## config.mk

```make
export PLATFORM = sky130hd
export DESIGN_NAME = uart_rx
export DESIGN_NICKNAME = d
export VERILOG_FILES = /design/src/rtl/uart_pkg.sv /design/src/rtl/sync_2ff.sv /design/src/rtl/uart_rx.sv
export SDC_FILE = /design/constraint.sdc
export NUM_CORES = 1
export LEC_CHECK = 0
export CORE_MARGIN = 3
export CORE_UTILIZATION = 35
export CTS_CLUSTER_DIAMETER = 100
export CTS_CLUSTER_SIZE = 30
export DETAILED_ROUTE_END_ITERATION = 16
export GPL_TIMING_DRIVEN = 0
export SYNTH_ARGS = -nofsm -noshare
export SYNTH_HDL_FRONTEND = slang
export SYNTH_SLANG_ARGS = --single-unit
```

## constraint.sdc

```tcl
create_clock -name i_clk -period 1.9 [get_ports i_clk]
set_input_delay 0.38 -clock i_clk [delete_from_list [all_inputs] [get_ports i_clk]]
set_output_delay 0.38 -clock i_clk [all_outputs]
set_load 0.05 [all_outputs]
```

## src/rtl/uart_pkg.sv

```systemverilog
// uart_pkg -- shared definitions for the UART receiver.
//   state_t   : receiver FSM states
//   DATA_BITS : payload bits per frame (8N1)
//   calc_bit_cyc : clock cycles per serial bit (integer division)
package uart_pkg;

  typedef enum logic [1:0] {
    IDLE  = 2'd0,
    START = 2'd1,
    DATA  = 2'd2,
    STOP  = 2'd3
  } state_t;

  localparam int DATA_BITS = 8;

  function automatic int calc_bit_cyc(input int clk_hz, input int baud);
    return clk_hz / baud;
  endfunction

endpackage

```

## src/rtl/sync_2ff.sv

```systemverilog
// sync_2ff -- two-flop synchronizer for a single asynchronous bit.
//   i_clk   : destination clock
//   i_rst_n : asynchronous active-low reset; both flops reset to 1
//             (the idle level of a UART line)
//   i_d     : asynchronous input
//   o_q     : synchronized output, two cycles of latency
module sync_2ff (
  input  logic i_clk,
  input  logic i_rst_n,
  input  logic i_d,
  output logic o_q
);

  logic meta;

  always_ff @(posedge i_clk or negedge i_rst_n) begin
    if (!i_rst_n) begin
      meta <= 1'b1;
      o_q  <= 1'b1;
    end else begin
      meta <= i_d;
      o_q  <= meta;
    end
  end

endmodule

```

## src/rtl/uart_rx.sv

```systemverilog
// uart_rx -- 8N1 UART receiver with a one-entry output buffer.
//   i_clk       : sole clock, rising edge
//   i_rst_n     : asynchronous active-low reset
//   i_rx        : asynchronous serial line, idle high, LSB first
//   o_data      : received byte, stable while o_valid is high
//   o_valid     : o_data holds an unconsumed byte
//   i_ready     : consumer accepts o_data
//   o_frame_err : one-cycle pulse, stop bit sampled low (byte discarded)
//   o_overrun   : one-cycle pulse, completed byte dropped (buffer full)
//   o_busy      : receiver is not IDLE
//   o_state     : current FSM state, for observation
//
// Handshake: a byte transfers in every cycle where o_valid and i_ready are
// both high. o_valid, once high, stays high with o_data stable until that
// transfer happens. The receiver never waits for the consumer: a byte
// completing while the buffer is still full is dropped and flagged.
module uart_rx
  import uart_pkg::*;
#(
  parameter int clk_speed = 100_000_000,
  parameter int baudrate  = 921600
) (
  input  logic       i_clk,
  input  logic       i_rst_n,
  input  logic       i_rx,
  output logic [7:0] o_data,
  output logic       o_valid,
  input  logic       i_ready,
  output logic       o_frame_err,
  output logic       o_overrun,
  output logic       o_busy,
  output state_t     o_state
);

  localparam int BIT_CYC  = calc_bit_cyc(clk_speed, baudrate);
  localparam int HALF_CYC = BIT_CYC / 2;
  localparam int CNT_W    = $clog2(BIT_CYC);
  localparam int IDX_W    = $clog2(DATA_BITS);

  localparam logic [CNT_W-1:0] BIT_LAST  = CNT_W'(BIT_CYC - 1);
  localparam logic [CNT_W-1:0] HALF_LAST = CNT_W'(HALF_CYC - 1);
  localparam logic [IDX_W-1:0] IDX_LAST  = IDX_W'(DATA_BITS - 1);

  logic                 rx_s;
  state_t               state;
  state_t               state_next;
  logic [CNT_W-1:0]     cnt;
  logic [IDX_W-1:0]     bit_idx;
  logic [DATA_BITS-1:0] shift_q;

  logic cnt_clr;
  logic bit_take;
  logic stop_take;
  logic byte_done;
  logic frame_bad;
  logic buf_load;
  logic buf_drop;

  sync_2ff u_sync (
    .i_clk   (i_clk),
    .i_rst_n (i_rst_n),
    .i_d     (i_rx),
    .o_q     (rx_s)
  );

  // Next-state and strobe decode. START waits half a bit so that every
  // later sample lands in the middle of its bit period.
  always_comb begin
    state_next = state;
    bit_take   = 1'b0;
    stop_take  = 1'b0;
    case (state)
      IDLE: begin
        if (!rx_s) state_next = START;
      end
      START: begin
        if (cnt == HALF_LAST) state_next = rx_s ? IDLE : DATA;
      end
      DATA: begin
        if (cnt == BIT_LAST) begin
          bit_take = 1'b1;
          if (bit_idx == IDX_LAST) state_next = STOP;
        end
      end
      STOP: begin
        if (cnt == BIT_LAST) begin
          stop_take  = 1'b1;
          state_next = IDLE;
        end
      end
      default: state_next = IDLE;
    endcase
  end

  // The bit timer restarts on every state change and at each data sample,
  // so DATA bits are spaced exactly BIT_CYC apart.
  always_comb begin
    cnt_clr   = (state_next != state) || bit_take || (state == IDLE);
    byte_done = stop_take && rx_s;
    frame_bad = stop_take && !rx_s;
    buf_load  = byte_done && (!o_valid || i_ready);
    buf_drop  = byte_done && o_valid && !i_ready;
  end

  always_ff @(posedge i_clk or negedge i_rst_n) begin
    if (!i_rst_n) state <= IDLE;
    else          state <= state_next;
  end

  always_ff @(posedge i_clk or negedge i_rst_n) begin
    if (!i_rst_n) begin
      cnt     <= '0;
      bit_idx <= '0;
      shift_q <= '0;
    end else begin
      cnt <= cnt_clr ? '0 : cnt + 1'b1;
      if (state_next != DATA) bit_idx <= '0;
      else if (bit_take)      bit_idx <= bit_idx + 1'b1;
      if (bit_take) shift_q[bit_idx] <= rx_s;
    end
  end

  // Output buffer. A byte arriving in the same cycle the old one is taken
  // replaces it directly, keeping o_valid high without a gap.
  always_ff @(posedge i_clk or negedge i_rst_n) begin
    if (!i_rst_n) begin
      o_data      <= 8'h00;
      o_valid     <= 1'b0;
      o_frame_err <= 1'b0;
      o_overrun   <= 1'b0;
    end else begin
      o_frame_err <= frame_bad;
      o_overrun   <= buf_drop;
      if (buf_load) begin
        o_data  <= shift_q;
        o_valid <= 1'b1;
      end else if (o_valid && i_ready) begin
        o_valid <= 1'b0;
      end
    end
  end

  assign o_busy  = (state != IDLE);
  assign o_state = state;

endmodule

```

== Word-level counts from Yosys, hierarchy flattened ==
Index checks and enable logic that the tools add are counted.

* Reductions and logical operators: 17
* Multiplexer cells: 18
* Equality and inequality tests: 8
* Order comparisons: 2
* $add $sub $neg: 2

{| class="wikitable"
|+ Operators by type and width
! operator !! number
|-
| 2-bit two-way mux || 6
|-
| 8-bit bitwise mux || 1
|-
| 2-bit case mux with 4 select lines || 1
|-
| 7-bit by 1-bit adder with 7-bit output, second input constant || 1
|-
| 7-bit by 6-bit == test with 1-bit output, second input constant || 1
|-
| 7-bit == test, second input constant || 1
|-
| 1-bit logical AND || 7
|-
| 7-bit two-way mux || 1
|-
| 1-bit two-way mux || 6
|-
| 3-bit two-way mux || 2
|-
| 2-bit nonzero test || 3
|-
| 2-bit == test, second input constant || 2
|-
| 3-bit by 4-bit less-than comparator with 1-bit output, second input constant || 1
|-
| 3-bit by 1-bit adder with 3-bit output, second input constant || 1
|-
| 1-bit demux with 3-bit select || 1
|-
| 3-bit == test, second input constant || 1
|-
| 3-bit by 1-bit greater-or-equal comparator with 1-bit output, second input constant || 1
|-
| 1-bit zero test || 3
|-
| 1-bit logical OR || 3
|-
| 2-bit by 1-bit == test with 1-bit output, second input constant || 1
|-
| 2-bit zero test || 1
|-
| 2-bit != test || 1
|-
| 2-bit != test, second input constant || 1
|}

* Logic and storage cells: 57
* Register bits: 33
* Bits of input ports: 4

== Logic depth before layout (Yosys ltp) ==
* Depth in word-level cells: 8
* Mapped depth: 6
* Gate-level depth less buffers: 6

== By module ==
A second synthesis with hierarchy kept.

* Cell total of the unflattened synthesis: 119
* Area, all modules: 1,477.7 µm²

{| class="wikitable"
|+ Modules (own cells, without submodules)
! module !! area an instance (µm²) !! instances !! seq. area each (µm²) !! cells each
|-
| uart_rx || 1,425.1 || 1 || 775.7 || 117
|-
| sync_2ff || 52.6 || 1 || 52.6 || 2
|}

== Worst setup path before layout ==
No wires, ideal clock.

* Path type: register -> register
* From: reg state[1], in the netlist o_state[1]
* To: reg shift_q[2]
* Setup time: 0.128 ns
* Arrival time: 1.739 ns
* Cell stages (with the launch flop): 6
* Setup slack: 0.033 ns
* Cell sequence: dfrtp_1 > nor2b_1 > nand3_2 > buf_6 > nor4b_4 > mux2_1

* Word-level cells in the longest chain between the ends: 2

{| class="wikitable"
|+ Ends and longest elaborated chain
! item !! RTL line !! text
|-
| start: declaration || uart_rx.sv:45 || <nowiki>state_t state;</nowiki>
|-
| start signal: assignment || uart_rx.sv:107 || <nowiki>else state <= state_next;</nowiki>
|-
| 2-bit == test || uart_rx.sv:72 || <nowiki>case (state)</nowiki>
|-
| 1-bit two-way mux || uart_rx.sv:72 ||
|-
| end signal: indexed assignment || uart_rx.sv:119 || <nowiki>if (bit_take) shift_q[bit_idx] <= rx_s;</nowiki>
|-
| end: declaration || uart_rx.sv:49 || <nowiki>logic [DATA_BITS-1:0] shift_q;</nowiki>
|}

No other way between the ends.
A chain may end at the register's enable or synchronous reset.

== Final worst setup path ==
* From: reg o_data[0]
* To: out o_data[0]

{| class="wikitable"
|+ RTL lines
! item !! RTL line !! text
|-
| start: declaration || uart_rx.sv:26 || <nowiki>output logic [7:0] o_data,</nowiki>
|-
| start signal: assignment || uart_rx.sv:135 || <nowiki>o_data <= shift_q;</nowiki>
|}

No word-level cell between the ends.

==> impl_metrics.tcl <==
set metrics [dict create \
    cts_resized 3 \
    dp_slack_ns -0.0197 \
    p_leak_nw 0.818 \
    seq_area_frac_synth 0.548 \
    hp-class "input pin to asynchronous set/reset pin" \
    clk_pin_slew_worst_paths_ns 0.07 \
    hpwl_um 1770 \
    r2r_slack_ns 0.14 \
    setup_viol 0 \
    syn_nets 127 \
    swShare 0.187 \
    p_int_w 0.00114 \
    ys_ff_latch 33 \
    final_cell_mix "31 x dfrtp_1, 14 x nor2_1, 14 x mux2_2" \
    peakVddDrop_v 0.000343 \
    first_iter_violations 71 \
    gp_congestion 0.799 \
    place_area_um2 1740 \
    rsz0062_at_grt "false" \
    drc 0 \
    grt_pass1_vias 1045 \
    grt_pass1_wl_um 4770 \
    finalCritPeriodShare 0.957 \
    slew_headroom 0.517 \
    path_buf_inv 1 \
    ys_warn_count 0 \
    area_delta_synth_final_pct 22.6 \
    cts_buffers 5 \
    max_stage_delay_ns 0.81 \
    dieArea_um2 5150 \
    n_antenna_cell 0 \
    cap_violations 0 \
    fin_setup_tns_ns 0 \
    power.density_cell_area_nw_per_um2 756 \
    synth.distinct_cells 35 \
    clockRootBuffer "clkbuf_8" \
    status "completed" \
    netlist.area_leader.share 0.513 \
    required_ns 1.52 \
    placementRows 23 \
    seqPwrFrac 0.505 \
    gr-total-overflow 0 \
    crit_chain "clkdlybuf4s50_1" \
    core_area_um2 4090 \
    post_cts_buffers 0 \
    cts_tree "yes" \
    timing.fmax_ghz 0.550 \
    startpoint "o_data[0]" \
    clock_latency_ns 0.29 \
    setup_ws_ns 0.0823 \
    p_switching_w 0.000262 \
    comb_power_share 0.016 \
    synthCells 119 \
    startpoint_type "flop" \
    wl_per_cell_um 13.6 \
    path_class "flop to primary output" \
    worst-path-max-fanout 2 \
    fin_nets 151 \
    routed_wl_um 2640 \
    ios 18 \
    port-buffer-count 17 \
    clock-sinks 33 \
    die_x_um 71.7 \
    initial_core_util 0.370 \
    synth.avg_cell_area_um2 12.7 \
    synth.largest_area_cell "dfrtp_1" \
    via_count 969 \
    ctsHoldBuffers 0 \
    cts_buffer_depth 2 \
    fin_area_um2 1850 \
    maxSlewViolCount 0 \
    pwr-share-clk 0.478 \
    track_usage 0.123 \
    hold_viol_final 0 \
    clock-skew-final_ns 0.00619 \
    grt_start_max_net_pins 34 \
    crit_family "buffers and inverters" \
    syn_area_um2 1510 \
    firstDrtPassIters 4 \
    r2r_start "cnt[2]" \
    via_per_inst 4.99 \
    ant_nets 0 \
    ctsHtreeMaxLevel 2 \
    layout_commonest_cell "dfrtp_1" \
    tightest_slew_ns 0.725 \
    die_h_um 71.7 \
    cp.arrival_ns 1.44 \
    end_kind "primary output" \
    drive_above_1_share 0.257 \
    crit_slowest_cell "clkdlybuf4s50_1" \
    synth.area.top_cells "dfrtp_1 51%, mux2_2 10%, dfstp_2 3.5%" \
    antenna_found_initial 0 \
    period_minus_slack_ns 1.82 \
]
## state kept, by name, summed over array words and instances, names as in the netlist
name and cells:
o_data 8, bit_idx 3, o_state 2, o_frame_err 1, u_sync.o_q 1, o_overrun 1
shift_q 8, cnt 7, u_sync.meta 1, o_valid 1
## power groups by stage
| stage | Combinational, W | Clock [W] | Sequential [W] |
|---|---|---|---|
| after CTS | 0.0000243 | 0.000695 | 0.000708 |
| after floorplan | 0.00000371 | 0 | 0.000721 |
| after global placement | 0.0000251 | 0 | 0.000721 |
| after global routing | 0.0000272 | 0.000727 | 0.000708 |
| after detailed placement | 0.0000243 | 0 | 0.000721 |
| final | 0.0000229 | 0.000670 | 0.000708 |
## metrics by stage
step	cells	hold WS [ns]	utilization	power, W
floorplan	119	0.0844	-	0.000724
global placement	186	0.347	0.427	0.000746
detailed placement	186	0.352	0.426	0.000746
CTS	194	0.171	0.453	0.00143
global route	194	0.218	0.454	0.00146
finish	194	0.145	0.454	0.00140
## routing by layer
metal  routed length, um  share of wire  track usage  vias up
met5                   0              0            0        -
met4                  95          0.036       0.0877        0
met3                 116          0.044       0.0295        8
met2                1150           0.44        0.188       26
met1                1270           0.48        0.153      471
li1                    -              -            -      464
## cell usage after synthesis
cell type and number:
dfrtp_1 31, mux2_2 14, nor2_1 14, nand2_1 6, ha_1 4, nand3_1 4, xor2_1 4, buf_1 3
inv_1 3, nand4_1 3, and3_1 2, dfstp_2 2, mux2_1 2, mux2i_1 2, nor2b_1 2, nor3_2 2
nor4b_4 2, xnor2_1 2, a22oi_1 1, a2bb2oi_1 1, and2_2 1, and4bb_2 1, buf_6 1, clkbuf_1 1
nand2b_1 1, nand3_2 1, nand3b_1 1, nor2_4 1, nor4_1 1, nor4_2 1, nor4b_2 1, nor4bb_1 1
o221ai_1 1, o22ai_1 1, o31ai_1 1
## area by class of cell
type / instances / area (um2)
buffer: 5 / 26.3
clock buffer: 7 / 86.3
clock inverter: 1 / 30.0
fill: 390 / 2230
inverter: 3 / 11.3
multi-input combinational: 78 / 652
sequential: 33 / 828
tap: 50 / 62.6
timing repair buffer: 17 / 158
## final timing paths
| check | endpoint | depth (start not counted) |
|---|---|---|
| max in group asynchronous | cnt[1] | 1 |
| min | o_data[4] | 1 |
| max reg2reg | o_data[0] | 4 |
| min in group i_clk | u_sync.o_q | 0 |
| max | o_data[0] | 1 |
| min reg2reg | u_sync.o_q | 0 |
## logic make-up after synthesis
kind of cell,after synthesis,synth area share
adder cells (fa/ha/maj),4,0.0331
flip-flops,33,0.548
XOR/XNOR,6,0.0347
AND/OR/NAND/NOR,45,0.202
buffers and inverters,8,0.0248
AO/OA/AOI/OAI,5,0.0256
multiplexers,18,0.132
## worst reg2reg max path, delay by kind of cell (launching register included)
kind / cells / cell delay, ns
muxes: 1 / 0.38
and+or+nand+nor: 3 / 0.84
DFF: 1 / 0.44
No activity file was read; power rests on OpenSTA's default activity.
==> RTL edit 1 (config.mk and constraints unchanged) <==
Reset style: synchronous (`i_rst_n`), changed in 4 clocked blocks. Comments in the files are not updated.
--- a/src/rtl/sync_2ff.sv
+++ b/src/rtl/sync_2ff.sv
@@ -13,7 +13,7 @@
 
   logic meta;
 
-  always_ff @(posedge i_clk or negedge i_rst_n) begin
+  always_ff @(posedge i_clk) begin
     if (!i_rst_n) begin
       meta <= 1'b1;
       o_q  <= 1'b1;
--- a/src/rtl/uart_rx.sv
+++ b/src/rtl/uart_rx.sv
@@ -102,12 +102,12 @@
     buf_drop  = byte_done && o_valid && !i_ready;
   end
 
-  always_ff @(posedge i_clk or negedge i_rst_n) begin
+  always_ff @(posedge i_clk) begin
     if (!i_rst_n) state <= IDLE;
     else          state <= state_next;
   end
 
-  always_ff @(posedge i_clk or negedge i_rst_n) begin
+  always_ff @(posedge i_clk) begin
     if (!i_rst_n) begin
       cnt     <= '0;
       bit_idx <= '0;
@@ -122,7 +122,7 @@
 
   // Output buffer. A byte arriving in the same cycle the old one is taken
   // replaces it directly, keeping o_valid high without a gap.
-  always_ff @(posedge i_clk or negedge i_rst_n) begin
+  always_ff @(posedge i_clk) begin
     if (!i_rst_n) begin
       o_data      <= 8'h00;
       o_valid     <= 1'b0;
Formal check against the unedited RTL: differs if i_rst_n is asserted again (counterexample within 4 cycles, from zero or initial values and one cycle with i_rst_n low); with i_rst_n held inactive, the same outputs for 10 cycles.
==> RTL edit 1 against the original RTL <==
  * Hold slack gained 260 ps
  * Non-clock buffer count is 2 higher
  * Final cell count is 17% higher
  * Global-route usage rose by 0.18 points
  * Final area is 3.5% lower
  * Worst setup slack got worse by 39 ps
  * Count of clock-buffer cells in the layout unchanged
  * Routed wire length grew 8.2%
  * Core utilization increased by 1.7 points
  * Sequential cell count unchanged
  * Critical path depth unchanged
  * Area after synthesis shrank 5.2%
  * Critical endpoint is now o_state[1]
Power is not compared: it rests on default switching activity, and its combinational part moved more than twofold at a synthesized area within 25%.
==> RTL edit 1: results (changes against the original RTL) <==
| Metric | Value |
|---|---|
| Worst slack, placed | -111.3 ps (was -19.71 ps) |
| Fraction of layout cells with a size suffix above 1 | 0.1173 (was 0.2569) |
| DRT iter0 DRCs | 68 (was 71) |
| Total track usage | 0.1251 (was 0.1233) |
| Post-CTS Setup Bufs | 0 (unchanged) |
| TritonRoute pass-1 iters | 4 (unchanged) |
| First-pass GRT wire length | 5037 um (was 4774 um) |
| Crit path DAT | 1480 ps (was 1440 ps) |
| Synth Warn # | 0 (unchanged) |
| Worst min path class | flop to flop (was input port to async pin) |
| Largest regs | o_data x8, shift_q x8, cnt x7 (unchanged) |
| CP top delay family | buffers and inverters (unchanged) |
| Hpwl dp | 2071 um (was 1771 um) |
| Largest net degree at the start of global routing | 11 (was 34) |
| Mapped Nets | 162 (was 127) |
| IO Port Bufs | 17 (unchanged) |
| Commonest cells in the netlist | 33 x dfxtp_1, 25 x nand2_1, 15 x nand3_1 (was 31 x dfrtp_1, 14 x mux2_2, 14 x nor2_1) |
| Final cell count without fillers | 227 (was 194) |
| Wire per inst | 12.57 um (was 13.59 um) |
| Reg clk slew, reported paths | 70 ps (about the same) |
| Fillers | 375 (was 390) |
| Final setup viols | 0 (unchanged) |
| Slowest stage delay, CP | 820 ps |
| Placer Congestion | 0.7300 (was 0.7993) |
| Clock tree root driver cell | clkbuf_8 (unchanged) |
| Status | finished clean (unchanged) |
| Clock Skews | 6.443 ps (was 6.194 ps) |
| Leading register cell type out of synthesis | dfxtp_1 (was dfrtp_1) |
| Synth unique cells | 31 (was 35) |
| Seq/Total Area, Yosys | 0.4607 (was 0.5476) |
| Final net count | 186 (was 151) |
| Initial antenna violation count | 0 (unchanged) |
| Hold path depth | 1 |
| Worst vdd ir | 496.2 uV |
| Crit Path Max Fanout | 6 (was 2) |
| Post-Place Cells | 219 (was 186) |
| Synth area leaders | dfxtp_1 46%, nand2_1 6.5%, mux2i_1 6.3% (was dfrtp_1 51%, mux2_2 10%, dfstp_2 3.5%) |
| Fraction of registers with async set/reset | 0 (was 1.000) |
| Clk buf depth | 2 (unchanged) |
| Cells after Synth | 154 (was 119) |
| Vias | 1,128 (was 969) |
| Worst slew pin tran | 574.4 ps (was 725.0 ps) |
[RTL edit 1: power breakdown]
| group | internal (W) | total (W) | switching, W |
|---|---|---|---|
| clock network | 0.000427 | 0.000678 | 0.000250 |
| logic | 0.0000156 | 0.0000470 | 0.0000314 |
| registers | 0.000696 | 0.000701 | 0.00000512 |
[RTL edit 1: worst paths after layout]
check                    from          to  slack (ps)
setup / recovery   o_state[1]  o_state[1]          40
hold / removal    u_sync.meta  u_sync.o_q         410
hold reg to reg   u_sync.meta  u_sync.o_q         410
setup reg to reg       cnt[4]  shift_q[4]         110
[RTL edit 1: cells by family (layout without fill, tap and decap cells)]
logic type	count (synthesis)	count (layout)	share of synthesized area
simple gates	77	77	0.3133
flops	33	33	0.4607
compound gates	14	14	0.06631
buf+inv	12	37	0.03142
mux	9	9	0.06283
xor+xnor	5	5	0.03055
fa+ha+maj	4	4	0.03491
[RTL edit 1: per-stage QoR]
step / hold slack, ps / power [W] / cell area, um2
finish: 408.3 / 0.001426 / 1789
global placement: 391.1 / 0.0007641 / 1665
global route: 435.7 / 0.001467 / 1789
floorplan: 386.3 / 0.0007449 / 1435
detailed placement: 396.9 / 0.0007648 / 1665
CTS: 412.3 / 0.001434 / 1785
[RTL edit 1: layout make-up]
type | instances | area, um2 | share of cell area
plain buffers | 7 | 27.53 | 0.01538
repair buffers | 17 | 170.2 | 0.09510
clock inverters | 1 | 30.03 | 0.01678
multi-input cells | 109 | 733.2 | 0.4098
inverters | 5 | 18.77 | 0.01049
flip-flops and latches | 33 | 663.1 | 0.3706
clock buffers | 7 | 86.33 | 0.04825
well taps | 48 | 60.06 | 0.03357
[RTL edit 1: what timing repair did]
item	in CTS	in global routing
endpoints found under the setup margin	12	12
resized for setup	6	2
pin swaps	0	1
endpoints found under the hold margin	0	0
[RTL edit 1: layer usage]
layer,wire length [um],vias up,track usage
met5,0,-,0
met4,47,0,0.05106
met3,93,5,0.03165
met2,1258,19,0.1910
met1,1454,526,0.1675
li1,-,578,-
==> RTL edit 2 (same flow settings) <==
Made on the original files. Set the parameter `clk_speed` to 25_000_000 (it was 100_000_000).
--- a/src/rtl/uart_rx.sv
+++ b/src/rtl/uart_rx.sv
@@ -17,7 +17,7 @@
 module uart_rx
   import uart_pkg::*;
 #(
-  parameter int clk_speed = 100_000_000,
+  parameter int clk_speed = 25_000_000,
   parameter int baudrate  = 921600
 ) (
   input  logic       i_clk,
Function: no difference found for any inputs over 10 cycles, from zero or initial values and one cycle with i_rst_n low; that may be too few to reach the edited logic, so the function may still have changed.
==> RTL edit 2 against the original RTL <==
  * Worst setup slack lost 7.4 ps
  * Area after synthesis shrank 5.3%
  * Count of clock-buffer cells in the layout grew 1
  * Highest routed layer unchanged
  * Final area shrank 2.8%
  * Sequential cell count shrank 2
  * Die area shrank 4.8%
  * Routed wire length shrank 2.4%
  * Final cell count shrank 0.52%
  * Largest cell class unchanged
Power is not compared: it rests on default switching activity, and its combinational part moved more than twofold at a synthesized area within 25%.
==> RTL edit 2: results (changes against the original RTL) <==
| Metric | Value |
|---|---|
| Seq/Total Area, Yosys | 0.5432 (was 0.5476) |
| Hpwl dp | 1787 um (was 1771 um) |
| Final net count | 153 (was 151) |
| Die Width | 69.98 um (was 71.74 um) |
| Worst slack, placed | -156.7 ps (was -19.71 ps) |
| CLK BUF | 8 (was 7) |
| DRT iter0 DRCs | 42 (was 71) |
| Clock Skews | 3.946 ps (was 6.194 ps) |
| Vias in the first global route | 1,024 (was 1,045) |
| Avg Inst Size Synth | 12.14 um2 (was 12.71 um2) |
| Fraction of layout cells with a size suffix above 1 | 0.2759 (was 0.2569) |
| Worst vdd ir | 403.9 uV |
| Routed WL | 2575 um (was 2637 um) |
| First-pass GRT wire length | 4333 um (was 4774 um) |
| FF+latch area | 778.2 um2 (was 828.3 um2) |
| Commonest cells in the netlist | 29 x dfrtp_1, 16 x mux2_2, 7 x nand3_1 (was 31 x dfrtp_1, 14 x mux2_2, 14 x nor2_1) |
| Synth unique cells | 33 (was 35) |
| Largest regs | o_data x8, shift_q x8, cnt x5 (was o_data x8, shift_q x8, cnt x7) |
| Synth area leaders | dfrtp_1 51%, mux2_2 13%, ha_1 4.4% (was dfrtp_1 51%, mux2_2 10%, dfstp_2 3.5%) |
| Bufs w/o clock | 26 (was 22) |
| DP Area | 0.001663 mm2 (was 0.001740 mm2) |
| N_diodes | 0 (unchanged) |
| Slew HR | 0.5468 (was 0.5167) |
| Multi-input logic area | 626.9 um2 (was 651.9 um2) |
| Initial antenna violation count | 0 (unchanged) |
| Register bit total from synthesis | 31 (was 33) |
| Placer Congestion | 0.8168 (was 0.7993) |
| Layout clock area frac | 0.05552 (was 0.06275) |
| Post-Place Cells | 183 (was 186) |
| Status | finished clean (unchanged) |
| Vias | 989 (was 969) |
| Largest net degree at the start of global routing | 32 (was 34) |
| #MultiIn Comb | 77 (was 78) |
| Post_cts resized | 6 (was 3) |
| Final non-clock buffer share | 0.1256 (was 0.09919) |
| DR vias/cell | 5.124 (was 4.995) |
RTL edit 2: changes by cell type after synthesis, moves of 3 or more:
cell      delta
nand3_1      +3
a21oi_1      +4
nor2_1      -10
o21ai_0      +3
clkbuf_1     +4
buf_1        -3
nand4b_1     +3
RTL edit 2: power groups by stage:
stage               Combinational (W)  Clock (W)  Sequential, W
floorplan                    0.000184          0       0.000815
global placement             0.000299          0       0.000786
detailed placement           0.000310          0       0.000793
CTS                          0.000305   0.000576       0.000780
global route                 0.000338   0.000605       0.000789
finish                       0.000300   0.000557       0.000782
RTL edit 2: per-layer routing:
metal / GRT usage / share of wire
met1: 0.1277 / 0.45
met4: 0.06596 / 0.021
met5: 0 / 0
met3: 0.03022 / 0.037
met2: 0.1857 / 0.49
RTL edit 2: kinds of logic after synthesis:
group / count (synthesis) / share of synthesized area
and+or+nand+nor: 38 / 0.1755
DFF: 31 / 0.5432
muxes: 16 / 0.1258
AOI/OAI and AO/OA: 15 / 0.06551
buffers and inverters: 10 / 0.02795
adders and majority gates: 5 / 0.04367
xor gates and xnor gates: 3 / 0.01834
RTL edit 2: worst reg2reg max path: stages, from the launching register on:
cell and delay [ps]:
dfrtp_1 400, inv_1 100, ha_1 160, nand4b_1 150, buf_4 180, nor3b_4 200, buf_12 150, mux2_2 340
RTL edit 2: path summary, 6_finish.rpt:
kind | startpoint | end | slack [ps] | depth (start not counted)
min in group i_clk | u_sync.meta | u_sync.o_q | 360 | 0
max in group asynchronous | i_rst_n | cnt[3] | 1320 | 1
worst min register to register | u_sync.meta | u_sync.o_q | 360 | 0
worst max-delay path | o_data[3] | o_data[3] | 70 | 1
worst max register to register | cnt[0] | o_data[3] | 110 | 7
worst min-delay path | i_rst_n | o_data[6] | 140 | 1
